File: config.mk
export PLATFORM = sky130hd
export DESIGN_NAME = gnrl_dconv_acq_ctrl
export DESIGN_NICKNAME = d
export VERILOG_FILES = /design/src/rtl/gnrl_dconv_acq_ctrl.sv
export SDC_FILE = /design/constraint.sdc
export NUM_CORES = 1
export LEC_CHECK = 0
export CAP_MARGIN = 0
export CORE_ASPECT_RATIO = 1.5
export CORE_MARGIN = 5
export CORE_UTILIZATION = 45
export DETAILED_ROUTE_END_ITERATION = 8
export PLACE_DENSITY_LB_ADDON = 0.12
export SETUP_SLACK_MARGIN = 0.15
export SLEW_MARGIN = 10
export SYNTH_ARGS = -nofsm -noshare
export SYNTH_HDL_FRONTEND = slang
export SYNTH_SLANG_ARGS = --single-unit
File: constraint.sdc
create_clock -name CLK -period 5.2 [get_ports CLK]
set_clock_uncertainty 0.15 [all_clocks]
set_input_delay 1.04 -clock CLK [delete_from_list [all_inputs] [get_ports CLK]]
set_output_delay 1.04 -clock CLK [all_outputs]
set_load 0.005 [all_outputs]
File: src/rtl/gnrl_dconv_acq_ctrl.sv
// rtl/gnrl_dconv_acq_ctrl.sv - NMR DDC acquisition sequencer: dead-time, echo windows, I/Q write alignment.
// Define GNRL_DCONV_DCCAL_EN to measure the ADC DC level on start instead of using dcval_manual.
module gnrl_dconv_acq_ctrl #(
    parameter int ADC_PHYS_WIDTH = 14,
    parameter int CNT_WIDTH      = 24,
    parameter int ECHO_WIDTH     = 16,
    parameter int DCAVG_LOG2     = 8,
    parameter int DCONV_LAT      = 2
) (
    input  logic                          CLK,
    input  logic                          RESET,
    input  logic                          start,
    input  logic                          abort,
    input  logic [CNT_WIDTH-1:0]          init_delay,
    input  logic [CNT_WIDTH-1:0]          echo_len,
    input  logic [CNT_WIDTH-1:0]          echo_gap,
    input  logic [ECHO_WIDTH-1:0]         echo_cnt,
    input  logic [ADC_PHYS_WIDTH:0]       dcval_manual,
    input  logic [ADC_PHYS_WIDTH-1:0]     adc_data_in,
    output logic                          conv_en,
    output logic [ADC_PHYS_WIDTH:0]       adc_dcval_subtractor,
    input  logic [ADC_PHYS_WIDTH:0]       data_i,
    input  logic [ADC_PHYS_WIDTH:0]       data_q,
    output logic                          wr_en,
    output logic [2*ADC_PHYS_WIDTH+1:0]   wr_data,
    input  logic                          wr_full,
    output logic                          busy,
    output logic                          done,
    output logic                          overflow
);

    typedef enum logic [2:0] {S_IDLE, S_DCCAL, S_DELAY, S_ACQ, S_GAP, S_FLUSH} state_t;

    state_t                        r_state;
    logic [CNT_WIDTH-1:0]          r_cnt;
    logic [CNT_WIDTH-1:0]          r_len;
    logic [CNT_WIDTH-1:0]          r_gap;
    logic [ECHO_WIDTH-1:0]         r_echo;
    logic                          r_conv_en;
    logic [DCONV_LAT-1:0]          r_pipe;
    logic [2*ADC_PHYS_WIDTH+1:0]   r_wr_data;
    logic [ADC_PHYS_WIDTH:0]       r_dcval;
    logic                          r_busy;
    logic                          r_done;
    logic                          r_overflow;

    logic [DCONV_LAT:0]            w_pipe_in;
    logic [CNT_WIDTH-1:0]          w_len_m1;

    // w_pipe_in[DCONV_LAT-1] is the next wr_en, w_pipe_in[DCONV_LAT] the current one
    assign w_pipe_in = {r_pipe, r_conv_en};
    assign w_len_m1  = (r_len == '0) ? '0 : r_len - CNT_WIDTH'(1);

`ifdef GNRL_DCONV_DCCAL_EN
    localparam int ACC_W = ADC_PHYS_WIDTH + DCAVG_LOG2;
    logic [ACC_W-1:0]     r_acc;
    logic [CNT_WIDTH-1:0] r_delay;
    logic [ACC_W-1:0]     w_acc_next;
    logic [ADC_PHYS_WIDTH:0] w_unused_manual;
    assign w_acc_next      = r_acc + ACC_W'(adc_data_in);
    assign w_unused_manual = dcval_manual;
`else
    logic [ADC_PHYS_WIDTH-1:0] w_unused_adc;
    logic [DCAVG_LOG2-1:0]     w_unused_cal;
    assign w_unused_adc = adc_data_in;
    assign w_unused_cal = '0;
`endif

    always_ff @(posedge CLK or posedge RESET) begin
        if (RESET) begin
            r_state    <= S_IDLE;
            r_cnt      <= '0;
            r_len      <= '0;
            r_gap      <= '0;
            r_echo     <= '0;
            r_conv_en  <= 1'b0;
            r_pipe     <= '0;
            r_wr_data  <= '0;
            r_dcval    <= '0;
            r_busy     <= 1'b0;
            r_done     <= 1'b0;
            r_overflow <= 1'b0;
`ifdef GNRL_DCONV_DCCAL_EN
            r_acc      <= '0;
            r_delay    <= '0;
`endif
        end else begin
            r_done <= 1'b0;
            r_pipe <= w_pipe_in[DCONV_LAT-1:0];
            if (w_pipe_in[DCONV_LAT-1]) r_wr_data <= {data_i, data_q};
            if (w_pipe_in[DCONV_LAT] && wr_full) r_overflow <= 1'b1;

            case (r_state)
                S_IDLE: begin
                    if (start && !abort) begin
                        r_len      <= echo_len;
                        r_gap      <= echo_gap;
                        r_echo     <= echo_cnt;
                        r_overflow <= 1'b0;
                        r_busy     <= 1'b1;
`ifdef GNRL_DCONV_DCCAL_EN
                        r_delay    <= init_delay;
                        r_acc      <= '0;
                        r_cnt      <= CNT_WIDTH'((2 ** DCAVG_LOG2) - 1);
                        r_state    <= S_DCCAL;
`else
                        r_dcval    <= dcval_manual;
                        r_cnt      <= init_delay;
                        r_state    <= S_DELAY;
`endif
                    end
                end
`ifdef GNRL_DCONV_DCCAL_EN
                S_DCCAL: begin
                    r_acc <= w_acc_next;
                    if (r_cnt == '0) begin
                        r_dcval <= {1'b0, w_acc_next[ACC_W-1:DCAVG_LOG2]};
                        r_cnt   <= r_delay;
                        r_state <= S_DELAY;
                    end else begin
                        r_cnt <= r_cnt - CNT_WIDTH'(1);
                    end
                end
`endif
                S_DELAY: begin
                    if (r_cnt != '0) begin
                        r_cnt <= r_cnt - CNT_WIDTH'(1);
                    end else if (r_echo == '0) begin
                        r_cnt   <= CNT_WIDTH'(DCONV_LAT - 1);
                        r_state <= S_FLUSH;
                    end else begin
                        r_conv_en <= (r_len != '0);
                        r_cnt     <= w_len_m1;
                        r_state   <= S_ACQ;
                    end
                end
                S_ACQ: begin
                    if (r_cnt != '0) begin
                        r_cnt <= r_cnt - CNT_WIDTH'(1);
                    end else begin
                        r_echo <= r_echo - ECHO_WIDTH'(1);
                        if (r_echo > ECHO_WIDTH'(1)) begin
                            if (r_gap == '0) begin
                                // back-to-back windows keep conv_en high across the boundary
                                r_conv_en <= (r_len != '0);
                                r_cnt     <= w_len_m1;
                            end else begin
                                r_conv_en <= 1'b0;
                                r_cnt     <= r_gap - CNT_WIDTH'(1);
                                r_state   <= S_GAP;
                            end
                        end else begin
                            r_conv_en <= 1'b0;
                            r_cnt     <= CNT_WIDTH'(DCONV_LAT - 1);
                            r_state   <= S_FLUSH;
                        end
                    end
                end
                S_GAP: begin
                    if (r_cnt != '0) begin
                        r_cnt <= r_cnt - CNT_WIDTH'(1);
                    end else begin
                        r_conv_en <= (r_len != '0);
                        r_cnt     <= w_len_m1;
                        r_state   <= S_ACQ;
                    end
                end
                S_FLUSH: begin
                    if (r_cnt != '0) begin
                        r_cnt <= r_cnt - CNT_WIDTH'(1);
                    end else begin
                        r_done  <= 1'b1;
                        r_busy  <= 1'b0;
                        r_state <= S_IDLE;
                    end
                end
                default: r_state <= S_IDLE;
            endcase

            if (abort && r_state != S_IDLE) begin
                r_state   <= S_IDLE;
                r_conv_en <= 1'b0;
                r_pipe    <= '0;
                r_busy    <= 1'b0;
                r_done    <= 1'b0;
            end
        end
    end

    assign conv_en              = r_conv_en;
    assign wr_en                = r_pipe[DCONV_LAT-1];
    assign wr_data              = r_wr_data;
    assign adc_dcval_subtractor = r_dcval;
    assign busy                 = r_busy;
    assign done                 = r_done;
    assign overflow             = r_overflow;

endmodule

==> flow_summary.toml, run 1 <==
[status]
status = "finished, final reports clean"

[global_route]
grt_pass1_vias = 7393
grt_usage = 0.2325
grt_pass1_wl_um = 38750
gr-total-overflow = 0
antenna_found_initial = 0
grt_max_degree = 75

[synth]
avgSynthCellArea_um2 = 9.490
synth_cell_type_count = 70
synthAdderAreaFrac = 0.01052
synth_mux_area_frac = 0.1254
ys_ff_latch = 142
synth_xor_area_frac = 0.05683
synth_top_family_by_area = "simple AND/OR/NAND/NOR gates"
yosysSeqAreaShare = 0.4269
synth-simple-area-share = 0.1903
synthArstFlopShare = 1.000
syn_inst = 877
syn_area_um2 = 8323
synth_edf_count = 0
synthFlopType = "dfrtp_1"
synth_compound_area_frac = 0.1592
yosys.area.top_type = "dfrtp_1"
synth_area_leaders = "dfrtp_1 43%, mux2_2 12%, o21ai_0 4.3%"
synth_fp_nets = 1036
yosysWarningCount = 0
synthDominantCellAreaShare = 0.4269

[placed_design]
pre_cts_ws_ns = 1.355
gp_congestion = 0.9615
portBuffers = 187
dpl.hpwl_um = 18580
dp_cells = 1274
dpl_cell_area_um2 = 10400

[clock_tree]
cts_tree = "yes"
cts_setup_buffers = 0
clock_sinks = 142
cts_hold_buf = 0
cts_max_path_buffers = 2
numCtsBuffers = 17
insertion_delay_ns = 0.44
clkTransAtPathRegs_ns = 0.06
htreeDepth = 4
cts-root-buf = "clkbuf_16"
cts_resized = 0

[floorplanning]
die_area_um2 = 21370
rows = 61
die_w_um = 121.0
ios = 202
start_util = 0.4525
die_y_um = 176.6
core_um2 = 18390

[power_and_ir_drop]
ir_worst_vdd_v = 0.0002465
power.total_w = 0.006137
p_per_area_nw_per_um2 = 560.0
p_leak_nw = 4.176

[sta]
tightest_slew_ns = 1.146
slew_violations = 0
fin_setup_tns_ns = 0
finalHoldViolations = 0
max-slew-margin-rel = 0.2359
clock.fmax_mhz = 264.3
finalSetupViolations = 0
period_share = 0.7275
period_minus_slack_ns = 3.783
setup_ws_ns = 1.417
rsz0062_at_grt = "false"

[critical_path]
worst-setup-path-type = "reg2reg"
worstPathMaxFanout = 22
end_kind = "flip-flop"
critPathRequiredTime_ns = 5.34
startpoint_type = "flip-flop"
worstPathArrival_ns = 3.92

[flow_run]
maxCapViolations = 0

[route]
viasPerCell = 5.799
vias = 7574
ant_nets = 0
dr.pass1.iters = 5
drc = 0
drt-total-wl_um = 24880
wl_per_cell_um = 19.05
drtIter0Drc = 569

[cells_and_area]
final_common_cell = "clkdlybuf4s50_1"
antennaDiodeCount = 0
areaGrowthSynthToFinish_pct = 31.66
final_area_um2 = 10960
mostFrequentLayoutCells = "187 x clkdlybuf4s50_1, 142 x dfrtp_1, 90 x mux2_2, 72 x o21ai_0, 67 x nor2_1"
fin_cells = 1306
finalNetCount = 1200
fillers = 1620
drive_gt1_frac = 0.1423

[worst_hold_path]
hold_path.class = "reg2reg"
-- synth_stat cells, types with 8 or more instances --
cell type	instances
dfrtp_1	142
mux2_2	90
o21ai_0	72
nor2_1	67
nand2_1	65
a21oi_1	47
clkbuf_1	38
nor3_1	35
xnor2_1	27
xor2_1	27
nand3_1	22
nor4_1	21
or4_1	19
inv_1	12
or3_1	11
buf_2	10
nand4_1	10
o21ai_1	10
o211ai_1	9
o22ai_1	9
a22oi_1	8
nor2b_1	8
-- report_power, final --
part	switching [W]	total, W	internal, W
logic	0.00136	0.00272	0.00136
clock network	0.000532	0.00117	0.000638
registers	0.000595	0.00224	0.00165
total	0.00249	0.00614	0.00365
-- cells by family (layout without fill, tap and decap cells) --
group                      Yosys count  after routing
muxes                               93             93
AOI/OAI and AO/OA                  214            214
and+or+nand+nor                    302            302
DFF                                142            142
xor gates and xnor gates            54             54
adders and majority gates            7              7
buffers and inverters               65            242
-- area by class of cell --
class / instances / area, um^2 / area share
clock buffers: 18 / 439.2 / 0.04008
well taps: 252 / 315.3 / 0.02877
multi-input cells: 670 / 4514 / 0.4120
inverters: 13 / 53.80 / 0.004910
repair buffers: 197 / 1959 / 0.1788
clock inverters: 14 / 122.6 / 0.01119
flip-flops and latches: 142 / 3553 / 0.3243
-- path summary, 6_finish.rpt --
path	from	endpoint	slack, ns	cells after the start
hold / removal	overflow$_DFF_PP0_	overflow$_DFF_PP0_	0.34	2
min in group asynchronous	RESET	r_len[7]$_DFFE_PP0P_	0.94	2
max in group asynchronous	RESET	r_cnt[10]$_DFFE_PP0P_	3.15	3
setup reg to reg	r_cnt[0]$_DFFE_PP0P_	r_cnt[8]$_DFFE_PP0P_	1.42	9
setup / recovery	r_cnt[0]$_DFFE_PP0P_	r_cnt[8]$_DFFE_PP0P_	1.42	9
hold reg to reg	overflow$_DFF_PP0_	overflow$_DFF_PP0_	0.34	2
-- per-layer routing --
layer  GRT usage  share of wire  vias to the layer above
met5           0              0                        -
met2      0.4034           0.51                      291
met3     0.04872          0.054                       75
met1      0.2610           0.38                     3632
li1            -              -                     3576
met4      0.1356          0.054                        0
-- state kept, by name, summed over array words and instances, names as in the netlist --
name and count:
r_pipe 2, done 1, adc_dcval_subtractor 15, busy 1, overflow 1, r_cnt 24
r_echo 16, r_gap 24, conv_en 1, wr_data 30, r_state 3, r_len 24
-- critical path: stages, from the launching register on --
cell and delay (ns):
dfrtp_1 0.42, inv_1 0.12, ha_1 0.18, or3b_2 0.57, nor4_4 0.37, nand2_2 0.38, o31ai_1 0.62, a211oi_1 0.19
a311oi_1 0.46, o211ai_1 0.17
-- stage by stage --
step	hold WS, ns	utilization
after CTS	0.3523	0.5957
after global routing	0.3728	0.5957
final	0.3422	0.5957
after floorplan	0.3157	-
after global placement	0.3232	0.5652
after detailed placement	0.3360	0.5652
(Power assumes the default switching activity.)
==> inputs of run 2 (changes only) <==
==> constraint.sdc (replaced) <==
create_clock -name CLK -period 3.2 [get_ports CLK]
set_clock_uncertainty 0.15 [all_clocks]
set_input_delay 0.64 -clock CLK [delete_from_list [all_inputs] [get_ports CLK]]
set_output_delay 0.64 -clock CLK [all_outputs]
set_load 0.005 [all_outputs]
==> run 2 against run 1 <==
Effect of this change: cell area increased by 6.7%; clock power increased by 61%; global-route usage increased by 1.7 points; largest cell class unchanged; combinational power increased by 90%; register-to-register slack got worse by 1.2 ns; critical path depth unchanged; total power increased by 72%; setup slack got worse by 1.2 ns; via count increased by 4.5%; clock-buffer cell count decreased by 1.
==> flow_summary.toml, run 2 (same netlist as run 1, synthesis figures left out) <==
[status]
status = "finished, final reports clean"

[route]
drc = 0
routed.top_layer = "met4"
dr.pass1.iters = 5
viasPerCell = 5.713
drtIter0Drc = 585
wl_met1_um = 10160
vias = 7912
wl_met2_um = 13720
wl_met3_um = 1349
wl_per_cell_um = 19.29
ant_nets = 0
drt-total-wl_um = 26720

[sta]
slew_violations = 0
holdWs_ns = 0.3449
rsz0062_at_grt = "true"
finalHoldViolations = 0
finalSetupViolations = 0
fin_setup_tns_ns = 0
tightest_slew_ns = 0.7295
period_share = 0.9272
clock.fmax_mhz = 337.0
max-slew-margin-rel = 0.5137
period_minus_slack_ns = 2.967

[placed_design]
dpl.hpwl_um = 20360
dp_cells = 1349
portBuffers = 187
gp_congestion = 0.9627
dpl_cell_area_um2 = 11000

[cells_and_area]
areaGrowthSynthToFinish_pct = 40.44
final_area_um2 = 11690
mostFrequentLayoutCells = "187 x clkdlybuf4s50_1, 142 x dfrtp_1, 90 x mux2_2, 82 x buf_4, 72 x o21ai_0"
fin_cells = 1385
finalNetCount = 1279
fillers = 1615
largest_register_ffs = 30
final_common_cell = "clkdlybuf4s50_1"
antennaDiodeCount = 0
drive_gt1_frac = 0.2180

[floorplanning]
die_y_um = 176.6
core_um2 = 18390
die_w_um = 121.0
die_area_um2 = 21370
ios = 202
rows = 61
start_util = 0.4525

[critical_path]
worstPathMaxFanout = 6
critPathRequiredTime_ns = 3.36
startpoint_type = "flip-flop"
end_kind = "flip-flop"
worstPathArrival_ns = 3.13
worst-setup-path-type = "reg2reg"

[clock_tree]
clock_sinks = 142
clkTransAtPathRegs_ns = 0.07
cts-root-buf = "clkbuf_16"
cts_tree = "yes"
cts_max_path_buffers = 2
htreeDepth = 4
insertion_delay_ns = 0.43
numCtsBuffers = 17

[global_route]
gr-total-overflow = 0
antenna_found_initial = 0
grt_pass1_vias = 7922
grt_usage = 0.2494
grt_max_degree = 88
grt_pass1_wl_um = 41700

[power_and_ir_drop]
power.total_w = 0.01056
ir_worst_vdd_v = 0.0006307
p_per_area_nw_per_um2 = 903.4
p_leak_nw = 4.589

[flow_run]
maxCapViolations = 0

[worst_hold_path]
hold_path.class = "reg2reg"
## run 2: changes by cell type in the layout (fill, tap and decap cells not counted), moves of 2 or more
| cell | delta |
|---|---|
| a21oi_1 | -2 |
| inv_1 | -2 |
| buf_12 | +4 |
| buf_4 | +73 |
| a2111oi_0 | -2 |
| inv_2 | +2 |
| clkinvlp_4 | +2 |
| a21oi_2 | +2 |
## run 2: worst max-delay path, cell delays in order (launching register included)
cell	delay [ns]
dfrtp_1	0.38
or4_1	0.55
or4_4	0.48
nor3_4	0.29
buf_4	0.17
buf_4	0.13
nor2_1	0.08
o211ai_1	0.34
a22o_1	0.22
nand3_1	0.06
## run 2: stage by stage
step	util	worst slack, ns
final	0.6355	0.2329
after CTS	0.6279	0.1607
after detailed placement	0.5978	0.1649
after floorplan	-	0.3492
after global placement	0.5978	0.1821
after global routing	0.6355	0.09849
## run 2: final timing paths
kind                                  startpoint                     to  slack (ns)  depth (start not counted)
max in group asynchronous                  RESET  r_cnt[19]$_DFFE_PP0P_        1.90                          3
min in group asynchronous                  RESET   r_gap[7]$_DFFE_PP0P_        0.52                          3
min reg2reg                   overflow$_DFF_PP0_     overflow$_DFF_PP0_        0.34                          2
max reg2reg                r_len[17]$_DFFE_PP0P_   r_cnt[2]$_DFFE_PP0P_        0.23                          9
min                           overflow$_DFF_PP0_     overflow$_DFF_PP0_        0.34                          2
max                        r_len[17]$_DFFE_PP0P_   r_cnt[2]$_DFFE_PP0P_        0.23                          9
## run 2: layer usage
metal  global-route usage  vias to the layer above
li1                     -                     3739
met1               0.2820                     3808
met2               0.4370                      294
met3              0.04679                       71
met4               0.1404                        0
met5                    0                        -
## run 2: layout make-up
type / count / area, um^2 / area share
clock buffers: 17 / 425.4 / 0.03639
clock inverters: 15 / 127.6 / 0.01092
inverters: 13 / 52.55 / 0.004496
multi-input cells: 670 / 4601 / 0.3936
flip-flops and latches: 142 / 3553 / 0.3040
well taps: 252 / 315.3 / 0.02697
repair buffers: 276 / 2614 / 0.2236
## run 2: report_power, final
part / switching (W) / internal, W
sequential: 0.000839 / 0.00268
clock: 0.000865 / 0.00101
combinational: 0.00251 / 0.00265
## run 2: what timing repair did
action	in CTS	in global routing
setup buffers	0	4
resized for setup	1	27
pin swaps	0	14
hold buffers	0	0
endpoints found under the setup margin	1	24
cloned	0	0
